### src/rtl/pipe_msgbus_phy_responder.sv
// rtl/pipe_msgbus_phy_responder.sv - PIPE 8-bit message bus PHY-side responder
//
// Decodes MAC-to-PHY write_uncommitted / write_committed / read transactions,
// keeps a small register file plus a FIFO of uncommitted writes, and answers
// with write_ack (8'h50) and read_completion (8'h40, data) on the PHY-to-MAC bus.
//
// Ports:
//   pclk             PIPE clock, all logic on its rising edge
//   reset            asynchronous active-low reset
//   m2p_message_bus  MAC-to-PHY bus, 8'h00 = NOP
//   p2m_message_bus  PHY-to-MAC bus (registered)
//   cfg_wr_vld       one-cycle strobe per applied register write
//   cfg_wr_addr      address of the applied write
//   cfg_wr_data      data of the applied write
//   err_cnt          saturating protocol error count
//
// Optional feature: define PIPE_MSGBUS_ERR_CNT_EN to build the error counter;
// otherwise err_cnt is tied to 8'h00.

module pipe_msgbus_phy_responder #(
  parameter int NUM_REGS   = 16,
  parameter int WBUF_DEPTH = 4
) (
  input  logic        pclk,
  input  logic        reset,
  input  logic [7:0]  m2p_message_bus,
  output logic [7:0]  p2m_message_bus,
  output logic        cfg_wr_vld,
  output logic [11:0] cfg_wr_addr,
  output logic [7:0]  cfg_wr_data,
  output logic [7:0]  err_cnt
);

  localparam int RW = (NUM_REGS > 1) ? $clog2(NUM_REGS) : 1;
  localparam int PW = (WBUF_DEPTH > 1) ? $clog2(WBUF_DEPTH) : 1;
  localparam int CW = $clog2(WBUF_DEPTH + 1);
  localparam logic [CW-1:0] WB_FULL  = CW'(WBUF_DEPTH);
  localparam logic [PW-1:0] PTR_LAST = PW'(WBUF_DEPTH - 1);

  localparam logic [3:0] CMD_WR_UNC = 4'h1;
  localparam logic [3:0] CMD_WR_COM = 4'h2;
  localparam logic [3:0] CMD_RD     = 4'h3;
  localparam logic [7:0] RC_HDR     = 8'h40;
  localparam logic [7:0] ACK_BYTE   = 8'h50;

  typedef enum logic [1:0] {RX_IDLE, RX_ADDR_LO, RX_DATA} rx_state_t;
  typedef enum logic {TX_IDLE, TX_RC_DATA} tx_state_t;

  rx_state_t rx_state, rx_next;
  tx_state_t tx_state, tx_next;

  logic [3:0]  m2p_cmd;
  logic        cmd_start;
  logic [3:0]  rx_cmd_q;
  logic [3:0]  addr_hi_q;
  logic [7:0]  addr_lo_q;
  logic [11:0] rx_addr;
  logic        rd_now, wu_now, wc_now;

  logic [7:0]  regs [NUM_REGS];

  logic [11:0] wb_addr [WBUF_DEPTH];
  logic [7:0]  wb_data [WBUF_DEPTH];
  logic [PW-1:0] wb_rd_ptr, wb_wr_ptr;
  logic [CW-1:0] wb_count;
  logic        wb_push, wb_pop;

  logic        drain_active_q;
  logic [CW-1:0] drain_left_q;
  logic [11:0] commit_addr_q;
  logic [7:0]  commit_data_q;
  logic        wc_acc;
  logic        ack_now;
  logic        wr_in_range;

  logic        rc_pend_q, ack_pend_q;
  logic        rd_acc, rc_req, ack_req, rc_take, ack_take;
  logic [11:0] rd_addr_q;
  logic        rd_in_range;
  logic [7:0]  p2m_d;

  // ---------------------------------------------------------------- RX decode
  assign m2p_cmd   = m2p_message_bus[7:4];
  assign cmd_start = (rx_state == RX_IDLE) &&
                     (m2p_cmd == CMD_WR_UNC || m2p_cmd == CMD_WR_COM || m2p_cmd == CMD_RD);
  assign rx_addr   = {addr_hi_q, addr_lo_q};

  always_ff @(posedge pclk or negedge reset) begin
    if (!reset) begin
      rx_state  <= RX_IDLE;
      rx_cmd_q  <= 4'h0;
      addr_hi_q <= 4'h0;
      addr_lo_q <= 8'h00;
    end else begin
      rx_state <= rx_next;
      if (cmd_start) begin
        rx_cmd_q  <= m2p_cmd;
        addr_hi_q <= m2p_message_bus[3:0];
      end
      if (rx_state == RX_ADDR_LO)
        addr_lo_q <= m2p_message_bus;
    end
  end

  // Only the IDLE byte is a command; ADDR_LO/DATA bytes are raw fields.
  always_comb begin
    rx_next = rx_state;
    rd_now  = 1'b0;
    wu_now  = 1'b0;
    wc_now  = 1'b0;
    case (rx_state)
      RX_IDLE: begin
        if (cmd_start)
          rx_next = RX_ADDR_LO;
      end
      RX_ADDR_LO: begin
        if (rx_cmd_q == CMD_RD) begin
          rx_next = RX_IDLE;
          rd_now  = 1'b1;
        end else begin
          rx_next = RX_DATA;
        end
      end
      RX_DATA: begin
        rx_next = RX_IDLE;
        wu_now  = (rx_cmd_q == CMD_WR_UNC);
        wc_now  = (rx_cmd_q == CMD_WR_COM);
      end
      default: rx_next = RX_IDLE;
    endcase
  end

  // ------------------------------------------------- uncommitted write FIFO
  // A push into a full buffer is dropped even if a drain pop happens in the
  // same cycle; the full test uses the registered count only.
  assign wb_push = wu_now && (wb_count != WB_FULL);
  assign wb_pop  = drain_active_q && (drain_left_q != '0);

  always_ff @(posedge pclk or negedge reset) begin
    if (!reset) begin
      wb_rd_ptr <= '0;
      wb_wr_ptr <= '0;
      wb_count  <= '0;
      for (int i = 0; i < WBUF_DEPTH; i++) begin
        wb_addr[i] <= 12'h000;
        wb_data[i] <= 8'h00;
      end
    end else begin
      if (wb_push) begin
        wb_addr[wb_wr_ptr] <= rx_addr;
        wb_data[wb_wr_ptr] <= m2p_message_bus;
        wb_wr_ptr <= (wb_wr_ptr == PTR_LAST) ? '0 : wb_wr_ptr + 1'b1;
      end
      if (wb_pop)
        wb_rd_ptr <= (wb_rd_ptr == PTR_LAST) ? '0 : wb_rd_ptr + 1'b1;
      case ({wb_push, wb_pop})
        2'b10:   wb_count <= wb_count + 1'b1;
        2'b01:   wb_count <= wb_count - 1'b1;
        default: wb_count <= wb_count;
      endcase
    end
  end

  // ---------------------------------------------------------------- drain
  // drain_left_q is latched from the buffer occupancy when the committed
  // write's data byte arrives, so entries pushed during the drain stay put.
  assign wc_acc  = wc_now && !drain_active_q && !ack_pend_q;
  assign ack_now = drain_active_q && (drain_left_q == '0);

  always_ff @(posedge pclk or negedge reset) begin
    if (!reset) begin
      drain_active_q <= 1'b0;
      drain_left_q   <= '0;
      commit_addr_q  <= 12'h000;
      commit_data_q  <= 8'h00;
    end else if (wc_acc) begin
      drain_active_q <= 1'b1;
      drain_left_q   <= wb_count;
      commit_addr_q  <= rx_addr;
      commit_data_q  <= m2p_message_bus;
    end else if (drain_active_q) begin
      if (drain_left_q != '0)
        drain_left_q <= drain_left_q - 1'b1;
      else
        drain_active_q <= 1'b0;
    end
  end

  // Strobe is driven straight from drain registers so it lands the cycle
  // after the committed data byte.
  always_comb begin
    cfg_wr_vld  = drain_active_q;
    cfg_wr_addr = 12'h000;
    cfg_wr_data = 8'h00;
    if (drain_active_q) begin
      if (drain_left_q != '0) begin
        cfg_wr_addr = wb_addr[wb_rd_ptr];
        cfg_wr_data = wb_data[wb_rd_ptr];
      end else begin
        cfg_wr_addr = commit_addr_q;
        cfg_wr_data = commit_data_q;
      end
    end
  end

  // ---------------------------------------------------------- register file
  assign wr_in_range = (int'(cfg_wr_addr) < NUM_REGS);
  assign rd_in_range = (int'(rd_addr_q) < NUM_REGS);

  always_ff @(posedge pclk or negedge reset) begin
    if (!reset) begin
      for (int i = 0; i < NUM_REGS; i++)
        regs[i] <= 8'h00;
    end else if (cfg_wr_vld && wr_in_range) begin
      regs[cfg_wr_addr[RW-1:0]] <= cfg_wr_data;
    end
  end

  // -------------------------------------------------------------------- TX
  // Requests raised this cycle are served immediately when TX is idle so the
  // completion header / ack appear one cycle after the triggering event.
  assign rd_acc  = rd_now && !rc_pend_q;
  assign rc_req  = rc_pend_q || rd_acc;
  assign ack_req = ack_pend_q || ack_now;

  always_comb begin
    tx_next  = tx_state;
    p2m_d    = 8'h00;
    rc_take  = 1'b0;
    ack_take = 1'b0;
    if (tx_state == TX_IDLE) begin
      if (rc_req) begin
        p2m_d   = RC_HDR;
        tx_next = TX_RC_DATA;
        rc_take = 1'b1;
      end else if (ack_req) begin
        p2m_d    = ACK_BYTE;
        ack_take = 1'b1;
      end
    end else begin
      p2m_d   = rd_in_range ? regs[rd_addr_q[RW-1:0]] : 8'h00;
      tx_next = TX_IDLE;
    end
  end

  always_ff @(posedge pclk or negedge reset) begin
    if (!reset) begin
      tx_state        <= TX_IDLE;
      p2m_message_bus <= 8'h00;
      rc_pend_q       <= 1'b0;
      ack_pend_q      <= 1'b0;
      rd_addr_q       <= 12'h000;
    end else begin
      tx_state        <= tx_next;
      p2m_message_bus <= p2m_d;
      rc_pend_q       <= rc_req && !rc_take;
      ack_pend_q      <= ack_req && !ack_take;
      if (rd_acc)
        rd_addr_q <= {addr_hi_q, m2p_message_bus};
    end
  end

  // ---------------------------------------------------------- error count
`ifdef PIPE_MSGBUS_ERR_CNT_EN
  logic       illegal_cmd, wb_overflow, rd_drop, wc_drop, err_event;
  logic [7:0] err_cnt_q;

  assign illegal_cmd = (rx_state == RX_IDLE) && (m2p_cmd > CMD_RD);
  assign wb_overflow = wu_now && (wb_count == WB_FULL);
  assign rd_drop     = rd_now && rc_pend_q;
  assign wc_drop     = wc_now && !wc_acc;
  // Several events in one cycle still count once.
  assign err_event   = illegal_cmd || wb_overflow || rd_drop || wc_drop;

  always_ff @(posedge pclk or negedge reset) begin
    if (!reset)
      err_cnt_q <= 8'h00;
    else if (err_event && err_cnt_q != 8'hFF)
      err_cnt_q <= err_cnt_q + 8'h01;
  end

  assign err_cnt = err_cnt_q;
`else
  assign err_cnt = 8'h00;
`endif

endmodule
### config.mk
export PLATFORM = sky130hd
export DESIGN_NAME = pipe_msgbus_phy_responder
export DESIGN_NICKNAME = d
export VERILOG_FILES = /design/src/rtl/pipe_msgbus_phy_responder.sv
export SDC_FILE = /design/constraint.sdc
export NUM_CORES = 1
export LEC_CHECK = 0
export ABC_CLOCK_PERIOD_IN_PS = 3570
export BUFFER_PORTS_ARGS = -buffer_cell sky130_fd_sc_hd__buf_2
export CORE_UTILIZATION = 50
export DETAILED_ROUTE_END_ITERATION = 8
export PLACE_DENSITY = 0.67
export SLEW_MARGIN = 20
export SYNTH_ARGS = -nofsm -noshare
export SYNTH_HDL_FRONTEND = slang
export SYNTH_SLANG_ARGS = --single-unit
### constraint.sdc
create_clock -name pclk -period 3.57 [get_ports pclk]
set_input_delay 0.8925 -clock pclk [delete_from_list [all_inputs] [get_ports pclk]]
set_output_delay 0.8925 -clock pclk [all_outputs]
set_load 0.01 [all_outputs]
[Word-level counts from Yosys, hierarchy flattened]
Index checks and enable logic that the tools add are counted.
Storage, ports and cells
  logic and storage cells: 146
  bits in registers: 280
  bits of input ports: 10
  output and inout port bits: 37
Cells by class
  eq/ne operators: 14
  muxes and demuxes: 47
  add/subtract/negate cells: 5
  bitwise gates (word level): 4
  $lt $le $gt $ge: 8
  reduce and logical (&&, ||, !) cells: 28
Operators with widths (count)
  bitwise mux 128 bit: 1
  two-way mux 8 bit: 10
  two-way mux 12 bit: 5
  bitwise mux 48 bit: 1
  binary-select mux 8 bit (select 4 bit): 1
  bitwise mux 32 bit: 1
  demux 8 bit (select 4 bit): 1
  binary-select mux 12 bit (select 2 bit): 1
  demux 12 bit (select 2 bit): 1
  < comparator 12 x 5 -> 1 bit (second input constant): 2
  binary-select mux 8 bit (select 2 bit): 1
  demux 8 bit (select 2 bit): 1
  equality test 4 x 2 -> 1 bit (second input constant): 4
  two-way mux 7 bit: 2
  logical AND 1 bit: 12
  two-way mux 1 bit: 12
  >= comparator 5 bit (second input constant): 2
  NOT 4 -> 5 bit: 2
  two-way mux 3 bit: 3
  equality test 2 bit (second input constant): 4
  equality test 4 x 1 -> 1 bit (second input constant): 2
  two-way mux 2 bit: 4
  >= comparator 3 bit (second input constant): 2
  NOT 2 -> 3 bit: 2
  17 further kinds: 29

[Depth between registers and ports, before layout]
Gate-level depths: netlist of run 1.
  word-level depth: 12
  gate-level depth with buffers: 11
  depth with buffers taken out: 11

[Least setup slack after synthesis of run 1]
Ideal clock, no wire load.
  path type: register to output
  from: register wb_rd_ptr[0]
  to: output cfg_wr_data[3]
  data required time: 2.678 ns
  stages on the path, launching flop included: 8
  slack: 0.481 ns
  arrival: 2.197 ns
  path through: dfrtp_1 buf_2 buf_2 clkbuf_1 mux4_2 nand2_1 a21boi_1 clkbuf_1
On the way
  word-level cells in the longest chain between the ends: 6
RTL lines
  start: declaration: RTL line 64  | logic [PW-1:0] wb_rd_ptr, wb_wr_ptr;
  start signal: assignment: RTL line 155  | wb_rd_ptr <= (wb_rd_ptr == PTR_LAST) ? '0 : wb_rd_ptr + 1'b1;
  NOT 2 -> 3 bit (implied by the code): RTL line 198  | cfg_wr_data = wb_data[wb_rd_ptr];
  binary-select mux 8 bit (select 2 bit): RTL line 198
  two-way mux 8 bit (implied by the code) (2 in a row): RTL line 198
  two-way mux 8 bit: RTL line 196  | if (drain_left_q != '0) begin
  two-way mux 8 bit: RTL line 195  | if (drain_active_q) begin
  end: declaration: RTL line 30  | output logic [7:0] cfg_wr_data,
Every way passes these cells. The select of a mux whose other input is x is not followed.

[Worst setup path in the final report of run 1]
  from: register drain_left_q[0]
  to: output cfg_wr_data[0]
On the way
  word-level cells in the longest chain between the ends: 3
RTL lines
  start: declaration: RTL line 69  | logic [CW-1:0] drain_left_q;
  start signal: assignment: RTL line 178  | drain_left_q <= wb_count;
  start signal: assignment: RTL line 183  | drain_left_q <= drain_left_q - 1'b1;
  nonzero test 3 bit: RTL line 196
  two-way mux 8 bit: RTL line 196
  two-way mux 8 bit: RTL line 195
Every way passes these cells.

==> results of run 1 <==
## area by class of cell
type | count | area, µm²
clock buffer | 42 | 835
clock inverter | 11 | 86.3
fill | 1989 | 10500
inverter | 11 | 41.3
multi-input combinational | 510 | 5660
sequential | 280 | 7010
tap | 330 | 413
timing repair buffer | 95 | 666
## worst paths after layout
kind | endpoint | depth (start not counted) | slack [ps] | startpoint
setup / recovery | cfg_wr_data[0] | 7 | 200 | drain_left_q[0]
hold / removal | regs[124] | 1 | 380 | reset
setup reg to reg | regs[98] | 7 | 360 | wb_rd_ptr[0]
hold reg to reg | wb_count[0] | 1 | 480 | wb_count[0]
max in group asynchronous | regs[49] | 2 | 2320 | reset
min in group pclk | wb_count[0] | 1 | 480 | wb_count[0]
## metal layers
layer,global-route usage,wire length [µm],up-vias
met5,0,0,-
met4,0.0476,522,0
met3,0.0295,998,31
met2,0.365,13700,141
met1,0.339,13400,3953
li1,-,-,3272
## logic make-up (layout without fill, tap and decap cells)
family / Yosys count / count (layout) / share of synthesized area
other cells: 1 / 8 / 0.000290
flops: 280 / 280 / 0.542
compound gates: 49 / 49 / 0.0285
fa+ha+maj: 9 / 9 / 0.00930
mux: 317 / 317 / 0.327
simple gates: 122 / 122 / 0.0663
buf+inv: 68 / 159 / 0.0232
xor+xnor: 5 / 5 / 0.00339
## state kept, by name, indices dropped and copies added (netlist names)
signal	count
p2m_message_bus	8
addr_lo_q	8
addr_hi_q	4
ack_pend_q	1
wb_data	32
rx_cmd_q	4
rd_addr_q	12
commit_addr_q	12
wb_count	3
drain_left_q	3
wb_rd_ptr	2
cfg_wr_vld	1
tx_state	1
rx_state	2
wb_wr_ptr	2
wb_addr	48
regs	128
rc_pend_q	1
commit_data_q	8
## placed cells by master (no fill, tap or decap), types with 5 or more instances in the layout
cell       synthesis  routed
buf_4              8      54
clkinv_2           0       8
o21ai_1            7       7
mux2_2           253     253
nor3b_1            8       8
clkbuf_16          0      29
nor2_1            11      11
buf_2              5      37
dfrtp_1          280     278
nand2_1           52      52
conb_1             1       8
mux4_2            58      58
a21boi_0          12      12
a21boi_1           8       5
nor2b_1           11      10
nand2b_1           5       5
clkbuf_8           0       6
clkbuf_1          38       7
inv_1             11      11
ha_1               8       8
nor4_4            16      16
## stage by stage
stage	util	setup slack, ps
finish	0.582	195
global route	0.582	60.9
CTS	0.582	18.3
detailed placement	0.545	324
global placement	0.545	367
floorplan	-	481
## report_power, final
group	internal (µW)	leakage (µW)	switching, µW	total [µW]
Combinational	1300	0.00260	1320	2620
Clock	1690	0.000458	1230	2910
Sequential	3740	0.00371	632	4370
Total	6730	0.00677	3180	9910
## worst max-delay path: stages, from the launching register on
cell and delay [ps]:
dfrtp_1 390, inv_1 80, ha_1 190, nor2b_4 270
buf_4 300, nand2_1 90, a21boi_1 380, buf_2 220
==> summary.md, run 1 <==
| Metric | Value |
|---|---|
| Outcome | finished clean |
| Fraction of registers with async set or reset after synthesis | 1.00 |
| Ports | 47 |
| Worst hold slack | 379 ps |
| Total track usage | 0.229 |
| Pwr/cell area | about 670 nW/µm² |
| Crit start category | register |
| DRC | 0 |
| Final worst path period share | 0.945 |
| Crit Path Max Fanout | 21 |
| Die area | 26500 µm² |
| Ant. Diodes | 0 |
| Clk slew on worst S/H paths | 60 ps |
| DRT Pass-1 Iters | 5 |
| Fin. Hold Viols | 0 |
| Largest cells by area after synthesis | dfrtp_1, mux2_2, mux4_2 |
| Post-route cell area | 14700 µm² |
| First-pass GRT wire length | 46300 µm |
| Number of distinct library cells after synthesis | 49 |
| #FFs+latches synth | 280 |
| Peak supply drop | between 0.0004 and 0.0005 V |
| FP Rows | 58 |
| CP Class | register to output pin |
| TritonCTS clock tree | built |
| CP Capture Type | output pin |
| RSZ-0062 raised after global routing | no |
| Max Clk Rate | 296 MHz |
| Worst Path Required | 2680 ps |
| Placed cell count | 1226 |
| PortBufs | 38 |
| DP Wirelength | 19600 µm |
| Vias per inst | slightly below 6 |
| Register area share after synthesis | 0.542 |
| Worst Path Arrival | 2480 ps |
| Yosys Warn Count | 0 |
| P&R area growth vs syn | 13.9% |
| Mapped Area | 12900 µm² |
| Post-DP Area | 13800 µm² |
| Post-synth EDFFs | 0 |
| Final Power | 9910 µW |
| Clock sinks | between 200 and 300 |
| Count of antenna-violating nets left after detailed routing | 0 |
| LEAKAGE | 0.00677 µW |
| Syn Area/Cell | approximately 15 µm² |
| Setup TNS | 0 ps |
| Max Transition Viols Final | 0 |
| Top post-synthesis cells by count | dfrtp_1, mux2_2, mux4_2, nand2_1, clkbuf_1 |
| Final Critical Period | 3370 ps |
| Mapped Cells | roughly 850 |
| Number of global-route vias before repair | 7782 |
| Layout cell share with drive strength beyond 1 | 0.502 |
| Post-detailed-routing wire length | 28600 µm |
| Die W | 163 µm |
| Final nets | 946 |
| 1st-iter DRT viols | 363 |
| Finish-stage setup viols | 0 |
| Worst slew pin tran | around 900 ps |
| Post-CTS Resized | 0 |
| WL/cell | 22.3 µm |
| Clock insertion delay at the later pin of the skew report | between 500 and 600 ps |
| Leading area contributor after synthesis | dfrtp_1 |
| Max-cap violations | 0 |
| Gr ovfl total | 0 |
| Synth Flop Type | dfrtp_1 |
| Post-CTS setup repair buffer count | 0 |
| Core ar. | 25300 µm² |
| Initial antenna violation count | 0 |
| Largest net degree at the start of global routing | 94 |
| Initial core utilization | 0.511 |
| Longest Clk Path Bufs | 3 |
| Worst relative slew slack | 0.399 |
| GPL Wtd Cong | 0.771 |
| DR vias | around 7.4k |
| Clock Tree Root | clkbuf_16 |
| H-tree depth | 1 |
| Final non-filler cell total | 1279 |
| Die H | roughly 160 µm |
| Hold buffers post-CTS | 0 |
| Worst Hold Class | input port to asynchronous set/reset pin |
| Post-synth top area share | 0.542 |
| Total CTS buffers | 29 |
| Count leader, synth | dfrtp_1 |
| Skew final | around 18 ps |
Note: power is estimated with default switching activity, not from simulation.
==> inputs of run 2 (changes only) <==
CELL_PAD_IN_SITES_DETAIL_PLACEMENT = 1   (was not set)
CELL_PAD_IN_SITES_GLOBAL_PLACEMENT = 1   (was not set)
GPL_TIMING_DRIVEN = 0   (was not set)
PLACE_DENSITY = not set   (was 0.67)
PLACE_DENSITY_LB_ADDON = 0.1   (was not set)
==> run 2 against run 1 <==
  * Combinational power rose by 23%
  * Non-clock buffer count rose by 17
  * Register-to-register slack got worse by 260 ps
  * Utilization rose by 1.5 points
  * Via count rose by 4.0%
  * Global-route usage rose by 4.2 points
  * Highest routed layer is now met5
==> summary.md, run 2 (same netlist as run 1, synthesis figures left out) <==
| Metric | Value |
|---|---|
| GR Util met1 | 0.386 (+0.0476) |
| Vias per inst | 5.92 (+2.4%) |
| Skew final | 19.0 ps (+1.42 ps) |
| Number of global-route vias before repair | 8681 (+12%) |
| Final non-filler cell total | 1299 (+1.6%) |
| Critical path's top delay family | buffers and inverters |
| Worst slew pin tran | 1010 ps (+106 ps) |
| Most common cell after layout, fill and taps aside | dfrtp_1 |
| Die area | 26500 µm² (unchanged) |
| Fillers | 2377 (+20%) |
| R2R Path Start | wb_rd_ptr[0] |
| M2 GR Usage | 0.436 (+0.0702) |
| Largest regs | regs: 128 flops, wb_addr: 48 flops, wb_data: 32 flops |
| Worst hold slack | 284 ps (-94.9 ps) |
| Post-detailed-routing wire length | 34000 µm (+19%) |
| DP Wirelength | 22300 µm (+14%) |
| Biggest register | regs |
| Max-cap violations | 0 (unchanged) |
| Layout cell share with drive strength beyond 1 | 0.497 (-0.00416) |
| GPL Wtd Cong | 0.807 (+4.6%) |
| Final Critical Period | 3500 ps (+121 ps) |
| Pwr/cell area | 697 nW/µm² (+3.4%) |
| PortBufs | 38 (unchanged) |
| Sequential Area | 7010 µm² (about the same) |
| Initial antenna violation count | 2 (+2) |
| Crit-path cells | inv_1 > ha_1 > nand2b_2 > clkbuf_8 > buf_6 > clkbuf_4 > nand2_1 > a21boi_1 > buf_2 |
| CP Class | register to output pin |
| Total track usage | 0.271 (+0.0420) |
| Core ar. | 25300 µm² (unchanged) |
| DRC | 0 (unchanged) |
| Outcome | finished clean |
| Fin. Hold Viols | 0 (unchanged) |
| Clock sinks | 280 (unchanged) |
| First-pass GRT wire length | 53200 µm (+15%) |
| Final Power | 10500 µW (+6.1%) |
| Final nets | 964 (+1.9%) |
| Worst relative slew slack | 0.328 (-0.0709) |
| Longest Clk Path Bufs | 3 (unchanged) |
| Finish-stage setup viols | 0 (unchanged) |
| Clock Tree Root | clkbuf_16 |
| 1st-iter DRT viols | 412 (+13%) |
| Total CTS buffers | 30 (+3.4%) |
| Gr busiest metal | met2 |
| Buffers & Inverters on Critical Path | 5 (+2) |
| Clk slew on worst S/H paths | 70 ps (about the same) |
| WL/cell | 26.2 µm (+17%) |
| Slowest stage cell, crit path | dfrtp_1 |
| DR vias | 7694 (+4.0%) |
| Peak supply drop | 0.000468 V (+7.9%) |
| Footprint of the multi-input gates | 5740 µm² (+1.5%) |
| Max Clk Rate | 286 MHz (-3.4%) |
| Final worst path period share | 0.979 (+0.0338) |
| TritonCTS clock tree | built |
| Crit Path Max Fanout | 10 (-52%) |
| Die H | 163 µm (unchanged) |
| Initial core utilization | 0.511 (unchanged) |
| Max Transition Viols Final | 0 (unchanged) |
| Placed cell count | 1228 (+0.16%) |
| DRT Pass-1 Iters | 4 (-1) |
| LEAKAGE | 0.00688 µW (+1.6%) |
| P&R area growth vs syn | 16.8% |
| Worst Path Arrival | 2600 ps (+120 ps) |
| Biggest cell delay along the critical path | 380 ps (about the same) |
| Crit start category | register |
| Clock insertion delay at the later pin of the skew report | 560 ps (+20 ps) |
| Ant. Diodes | 0 (unchanged) |
| Max FFs per register | 128 (unchanged) |
| Die W | 163 µm (unchanged) |
| H-tree depth | 1 (unchanged) |
| Most frequent cells in the layout | dfrtp_1, mux2_2, mux4_2 |
| Gr ovfl total | 0 (unchanged) |
| Ports | 47 (unchanged) |
| Count of antenna-violating nets left after detailed routing | 0 (unchanged) |
| Largest net degree at the start of global routing | 111 (+18%) |
| Worst setup path startpoint | drain_left_q[0] |
| FP Rows | 58 (unchanged) |
| GRT met3 Usage | 0.0395 (+0.00993) |
| Worst Hold Class | input port to asynchronous set/reset pin |
| CP Capture Type | output pin |
| Worst Path Required | 2680 ps (about the same) |
[run 2: cell types whose count changed in the layout (fill, tap and decap cells not counted), moves of 5 or more]
cell / change
buf_4: -35
clkbuf_8: +5
clkbuf_1: +16
a21boi_4: +8
buf_12: +6
[run 2: through the flow]
step | worst slack [ps] | utilization | cell area (µm²) | setup TNS [ps]
6_report | 74.9 | 0.598 | 15100 | 0
5_1_grt | -21.3 | 0.598 | 15100 | -22.0
4_1_cts | 8.06 | 0.594 | 15000 | 0
3_5_place_dp | -979 | 0.539 | 13600 | -36430
3_3_place_gp | -3080 | 0.536 | 13500 | -879300
2_1_floorplan | 481 | - | 12900 | 0
[run 2: path summary, 6_finish.rpt]
path	depth (start not counted)	to	slack [ps]
worst max-delay path	9	cfg_wr_addr[2]	70
worst min-delay path	1	wb_addr[31]	280
worst max register to register	6	regs[1]	100
worst min register to register	1	wb_count[0]	470
max in group asynchronous	2	regs[118]	2310
min in group pclk	1	wb_count[0]	470
[run 2: final cells by class]
| class | count | area share |
|---|---|---|
| inverter | 11 | 0.00274 |
| tap | 330 | 0.0274 |
| clock inverter | 17 | 0.0101 |
| sequential | 280 | 0.464 |
| buffer | 56 | 0.0273 |
| timing repair buffer | 56 | 0.0315 |
| multi-input combinational | 510 | 0.381 |
| clock buffer | 39 | 0.0560 |
[run 2: power breakdown]
group	leakage, µW	switching, µW	internal [µW]
sequential	0.00372	446	3740
clock	0.000503	1300	1810
combinational	0.00266	1780	1430
total	0.00688	3530	6980
[run 2: what timing repair did]
| action | in CTS | in global routing |
|---|---|---|
| hold buffers | 0 | 0 |
| endpoints found under the setup margin | 148 | 46 |
| hold endpoints to repair | 0 | 0 |
| pin swaps | 11 | 9 |
| setup buffers | 12 | 4 |
| gates resized for setup | 68 | 16 |
[run 2: layer usage]
layer | part of all wire | wire length, µm | up-vias
met2 | 0.48 | 16400 | 174
met4 | 0.023 | 795 | 4
met5 | 0.00068 | 23 | -
met1 | 0.44 | 15000 | 4159
li1 | - | - | 3303
met3 | 0.051 | 1750 | 54
